## config.mk

```make
export PLATFORM = sky130hd
export DESIGN_NAME = p_accum_stage
export DESIGN_NICKNAME = d
export VERILOG_FILES = /design/src/rtl/p_accum_stage.sv
export SDC_FILE = /design/constraint.sdc
export NUM_CORES = 1
export LEC_CHECK = 0
export ABC_AREA = 1
export CORE_UTILIZATION = 43
export DETAILED_ROUTE_END_ITERATION = 7
export PLACE_DENSITY_LB_ADDON = 0.1
export SLEW_MARGIN = 20
export SYNTH_ARGS = -nofsm -noshare
export SYNTH_HDL_FRONTEND = slang
export SYNTH_SLANG_ARGS = --single-unit
```

## constraint.sdc

```tcl
create_clock -name clk -period 2.74 [get_ports clk]
set_clock_uncertainty 0.1 [all_clocks]
set_input_delay 0.822 -clock clk [delete_from_list [all_inputs] [get_ports clk]]
set_output_delay 0.822 -clock clk [all_outputs]
set_load 0.1 [all_outputs]
```

## src/rtl/p_accum_stage.sv

```systemverilog
// p_accum_stage: P-register / accumulation control stage behind a post-adder.
// It registers the post-adder result into p_out. It also sequences
// multi-sample accumulations:
//   IDLE -> ACC -> DONE
// fb_sel asks the upstream adder to fold p_out back in.
// Optional feature: define P_ACCUM_SAT_EN to saturate on carry/borrow out
// instead of wrapping.
module p_accum_stage #(
    parameter int unsigned WIDTH       = 18,
    parameter int unsigned CARRYOUTREG = 1
) (
    input  logic             clk,
    input  logic             rst_n,
    input  logic             ce,
    input  logic             in_valid,
    input  logic             acc_start,
    input  logic [7:0]       acc_len,
    input  logic             sub,
    input  logic [WIDTH-1:0] sum_in,
    input  logic             cout_in,
    output logic [WIDTH-1:0] p_out,
    output logic             carryout,
    output logic             fb_sel,
    output logic             out_valid,
    output logic             acc_done,
    output logic [7:0]       acc_cnt,
    output logic             sat_flag
);

    typedef enum logic [1:0] {StIdle, StAcc, StDone} state_e;

    state_e           state_q, state_d;
    logic [7:0]       cnt_q, cnt_d;
    logic [7:0]       cnt_inc;
    logic [7:0]       eff_len;
    logic [WIDTH-1:0] p_q, p_d;
    logic             sat_q, sat_d;
    logic             valid_q;
    logic             accept;

    assign accept  = ce & in_valid;
    // A length of zero behaves like a single-sample accumulation.
    assign eff_len = (acc_len == 8'd0) ? 8'd1 : acc_len;
    // The sample counter sticks at 255 rather than wrapping.
    assign cnt_inc = (cnt_q == 8'hFF) ? cnt_q : cnt_q + 8'd1;

`ifdef P_ACCUM_SAT_EN
    // Clamp toward the overflow direction when the adder carried/borrowed out.
    always_comb begin
        p_d   = sum_in;
        sat_d = 1'b0;
        if (cout_in) begin
            p_d   = sub ? '0 : '1;
            sat_d = 1'b1;
        end
    end
`else
    logic unused_sub;
    assign unused_sub = sub;

    // Wrap-around mode: the adder result passes through unmodified.
    always_comb begin
        p_d   = sum_in;
        sat_d = 1'b0;
    end
`endif

    // Next-state and counter logic; everything holds while ce is low.
    always_comb begin
        state_d = state_q;
        cnt_d   = cnt_q;
        if (ce) begin
            if (accept) begin
                if (acc_start) begin
                    // A start always loads, and aborts any run in progress.
                    cnt_d   = 8'd1;
                    state_d = (eff_len == 8'd1) ? StDone : StAcc;
                end else if (state_q == StAcc) begin
                    cnt_d   = cnt_inc;
                    // The >= comparison lets a shrunken acc_len end the run.
                    state_d = (cnt_inc >= eff_len) ? StDone : StAcc;
                end else begin
                    state_d = StIdle;
                end
            end else if (state_q == StDone) begin
                state_d = StIdle;
            end
        end
    end

    // FSM, counter and valid registers.
    always_ff @(posedge clk or negedge rst_n) begin
        if (!rst_n) begin
            state_q <= StIdle;
            cnt_q   <= 8'd0;
            valid_q <= 1'b0;
        end else begin
            state_q <= state_d;
            cnt_q   <= cnt_d;
            valid_q <= accept;
        end
    end

    // P register and saturation flag update only on accepted samples.
    always_ff @(posedge clk or negedge rst_n) begin
        if (!rst_n) begin
            p_q   <= '0;
            sat_q <= 1'b0;
        end else if (accept) begin
            p_q   <= p_d;
            sat_q <= sat_d;
        end
    end

    if (CARRYOUTREG != 0) begin : g_co_reg
        logic co_q;

        // The carry is registered alongside p_out so the two stay aligned.
        always_ff @(posedge clk or negedge rst_n) begin
            if (!rst_n) begin
                co_q <= 1'b0;
            end else if (accept) begin
                co_q <= cout_in;
            end
        end

        assign carryout = co_q;
    end else begin : g_co_comb
        assign carryout = cout_in;
    end

    assign p_out     = p_q;
    assign out_valid = valid_q;
    assign acc_cnt   = cnt_q;
    assign sat_flag  = sat_q;
    assign fb_sel    = (state_q == StAcc);
    assign acc_done  = (state_q == StDone);

endmodule

```

==> summary.md <==
| Metric | Value |
|---|---|
| Net Sw Power | `0.7235 mW` |
| Cts bufs inserted | `5` |
| Chip height | `63.79 µm` |
| Critical Path Source Type | `primary input` |
| Hold Buf Count CTS | `0` |
| Grt ovf | `0` |
| Smallest hold slack | `380.3 ps` |
| Combinational share of power | `42.9%` |
| CP peak stage delay | `480 ps` |
| CP Class | `primary input to flop` |
| DRT iter0 DRCs | `50` |
| Adder-Cell Fraction of Synth Area | `6.860%` |
| Post-CTS sizing | `0` |
| Area Overhead vs Synth | `44.44%` |
| CTS tree | `done` |
| Initial antenna violation count | `0` |
| Worst-path cell with the longest stage delay | `clkdlybuf4s50_1` |
| Clk buf depth | `2` |
| Worst-path fanout max | `2` |
| Synth area leader | `dfrtp_1` |
| Clock power frac | `23.6%` |
| Tmin final | `2442 ps` |
| Vias per cell | `4.502` |
| Count leader, synth | `nand2_1` |
| Arr. time, crit path | `2550 ps` |
| WP data required | `2850 ps` |
| Final Cycle Share | `89.13%` |
| Peak supply drop | `0.0004790 V` |
| Setup bufs post-CTS | `0` |
| Worst Hold Path Cells | `2` |
| ANT cells | `0` |
| Reg2reg start | `acc_cnt[0]` |
| Initial Util | `44.84%` |
| Post-synthesis mux area share | `0%` |
| Worst-skew pair later-pin latency | `280 ps` |
| Synth Register Bits | `30` |
| Number of global-route vias before repair | `1,387` |
| Min-Delay Startpoint | `p_out[0]` |
| Post-synthesis xor/xnor area fraction | `2.058%` |
| Clk slew on worst S/H paths | `70 ps` |
| WHS Endpoint | `p_out[0]` |
| Fill count | `326` |
| # rows | `22` |
| Mapped cell area | `1642 µm²` |
| Routed Antenna Nets | `0` |
| Final TNS setup | `0 ps` |
| Max_cap viols | `0` |
| Pin count of the biggest net entering global routing | `31` |
| Post-Route WL | `3510 µm` |
| Reg-to-reg endpoint | `state_q[1]` |
| EDFF count, synth | `0` |
| Clk root buf | `clkbuf_8` |
| Critical Path Sink Type | `flop` |
| RSZ-0062 raised after global routing | `false` |
| Internal power component | `0.8674 mW` |
| Die span in x | `63.79 µm` |
| Post-DP HPWL | `2625 µm` |
| PD cells | `670.9 nW/µm²` |
| Min-delay worst type | `flop to flop` |
| First-pass GRT wire length | `5982 µm` |
| Detailed Routing Iterations Pass 1 | `4` |
| Synth top area cells | `dfrtp_1 46%, nand2_1 21%, ha_1 6.9%, inv_1 4.1%, a21oi_1 2.1%` |
| Tot GR Track Use | `19.46%` |
| Sequential share of power | `33.6%` |
| Synth Warn # | `0` |
| Routed length per instance | `10.73 µm` |
| LEAKAGE | `1.276 nW` |
| Buffers on Ports | `61` |
| GP Congestion | `0.7598` |
| Layout cell share with drive strength beyond 1 | `25.81%` |
| Post-Synth Simple-Gate Area | `29.42%` |
| Syn_area_per_cell | `7.930 µm²` |
| DR vias | `1,472` |
| Post-synth ARST share | `100.0%` |
| Final net count | `320` |
| Share of the synthesized area in the top cell type | `45.73%` |
| Critical path's most frequent cell | `nand2_1` |
| Mapped Cells | `207` |
| Yosys cell types | `27` |
| Max Clk Rate | `0.4095 GHz` |
| Final setup viols | `0` |
| Mapped Nets | `249` |
| Final Instance Area | `2371 µm²` |
| Post-synth top cells | `90 x nand2_1, 30 x dfrtp_1, 18 x inv_1` |
| Switching Fraction | `45.48%` |
| Hold Violations, Final | `0` |
| Status | `finished, final reports clean` |
| Die footprint | `4069 µm²` |
| Max H-tree Level | `2` |
| Sequential area share after synthesis | `45.73%` |
| Ports | `64` |
| Area after DPL | `2276 µm²` |
| Worst reg-to-reg path cell count | `15` |
| Ys flop type | `dfrtp_1` |
| Fin. max-slew vios | `0` |
| Clk sinks | `30` |
| CP Cell Sequence | `clkdlybuf4s50_1 > inv_2 > nand3_1 > nor2_1 > or2_2 > ha_1 > nand2_1 > nor2_1 > nor2_1 > nand2_1 > nand2_1 > nand2_1 > nand2_1 > a21oi_1` |
| Register-to-register setup slack | `450 ps` |
| Total power | `1.591 mW` |
| Synth Area in Compound Gates | `8.537%` |
| Total core area | `3661 µm²` |
| Largest family of logic cells by synthesized area | `simple AND/OR/NAND/NOR gates` |
| DRC | `0` |
[area by class of cell]
type	instances	area (µm²)	share of cell area (%)
multi-input cells	147	773.2	32.61
inverters	25	93.84	3.958
flip-flops and latches	30	753.2	31.77
clock inverters	2	12.51	0.5277
repair buffers	69	595.6	25.12
clock buffers	6	82.58	3.483
well taps	48	60.06	2.533
[flip-flops by register name, indices dropped and copies added (netlist names)]
signal     cells
p_out         18
acc_cnt        8
state_q        2
carryout       1
out_valid      1
[stage by stage]
| stage | std cells | worst slack (ps) | utilization (%) |
|---|---|---|---|
| 2_1_floorplan | 207 | 114.2 | - |
| 3_3_place_gp | 319 | -0.1945 | 62.17 |
| 3_5_place_dp | 319 | -8.571 | 62.17 |
| 4_1_cts | 327 | 285.5 | 64.76 |
| 5_1_grt | 327 | 126.4 | 64.76 |
| 6_report | 327 | 297.9 | 64.76 |
[worst max-delay path, delay by kind of cell]
kind	cells	cell delay, ps
buffers and inverters	2	520
AO/OA/AOI/OAI	1	130
AND/OR/NAND/NOR	10	820
adder cells (fa/ha/maj)	1	270
[placed cells by master (no fill, tap or decap)]
master	n
a21oi_1	7
a21oi_2	3
a22o_1	2
buf_4	38
clkbuf_8	6
clkdlybuf4s50_1	31
clkinv_2	1
clkinvlp_4	1
conb_1	1
dfrtp_1	28
dfrtp_2	2
ha_1	9
inv_1	18
inv_2	7
nand2_1	90
nand2_2	1
nand2_4	1
nand3_1	2
nand3_2	3
nand4_1	2
nor2_1	9
nor2_2	2
nor2_4	2
o21a_1	1
o21ai_1	4
o21ai_2	3
o21bai_1	1
or2_2	1
xnor2_2	1
xor2_1	2
[cells by family after synthesis]
group / count (synthesis)
simple gates: 113
buf+inv: 30
flops: 30
compound gates: 21
fa+ha+maj: 9
xor+xnor: 3
other cells: 1
[metal layers]
metal  GRT usage [%]  share of wire (%)
met1           24.02                 45
met2           32.18                 48
met4           7.670                1.5
met3           5.179                5.2
met5               0                  0
[power groups by stage]
stage               Sequential [mW]  Combinational, mW  Clock (mW)
floorplan                     0.866              0.181           0
global placement              0.540              0.679           0
CTS                           0.534              0.686       0.390
finish                        0.534              0.682       0.375
detailed placement            0.539              0.686           0
global route                  0.540              0.723       0.411
[worst max-delay path by stage]
| stage | from | to | slack (ps) | cells after the start |
|---|---|---|---|---|
| after global routing | acc_len[5] | state_q[0] | 130 | 15 |
| after floorplan | acc_cnt[3] | state_q[0] | 110 | 15 |
| final | acc_len[7] | state_q[1] | 300 | 14 |
| after global placement | acc_len[5] | state_q[0] | -0.2 | 15 |
| after CTS | acc_len[7] | state_q[1] | 290 | 14 |
| after detailed placement | acc_len[7] | state_q[0] | -9 | 15 |
No activity file was read; power rests on OpenSTA's default activity.
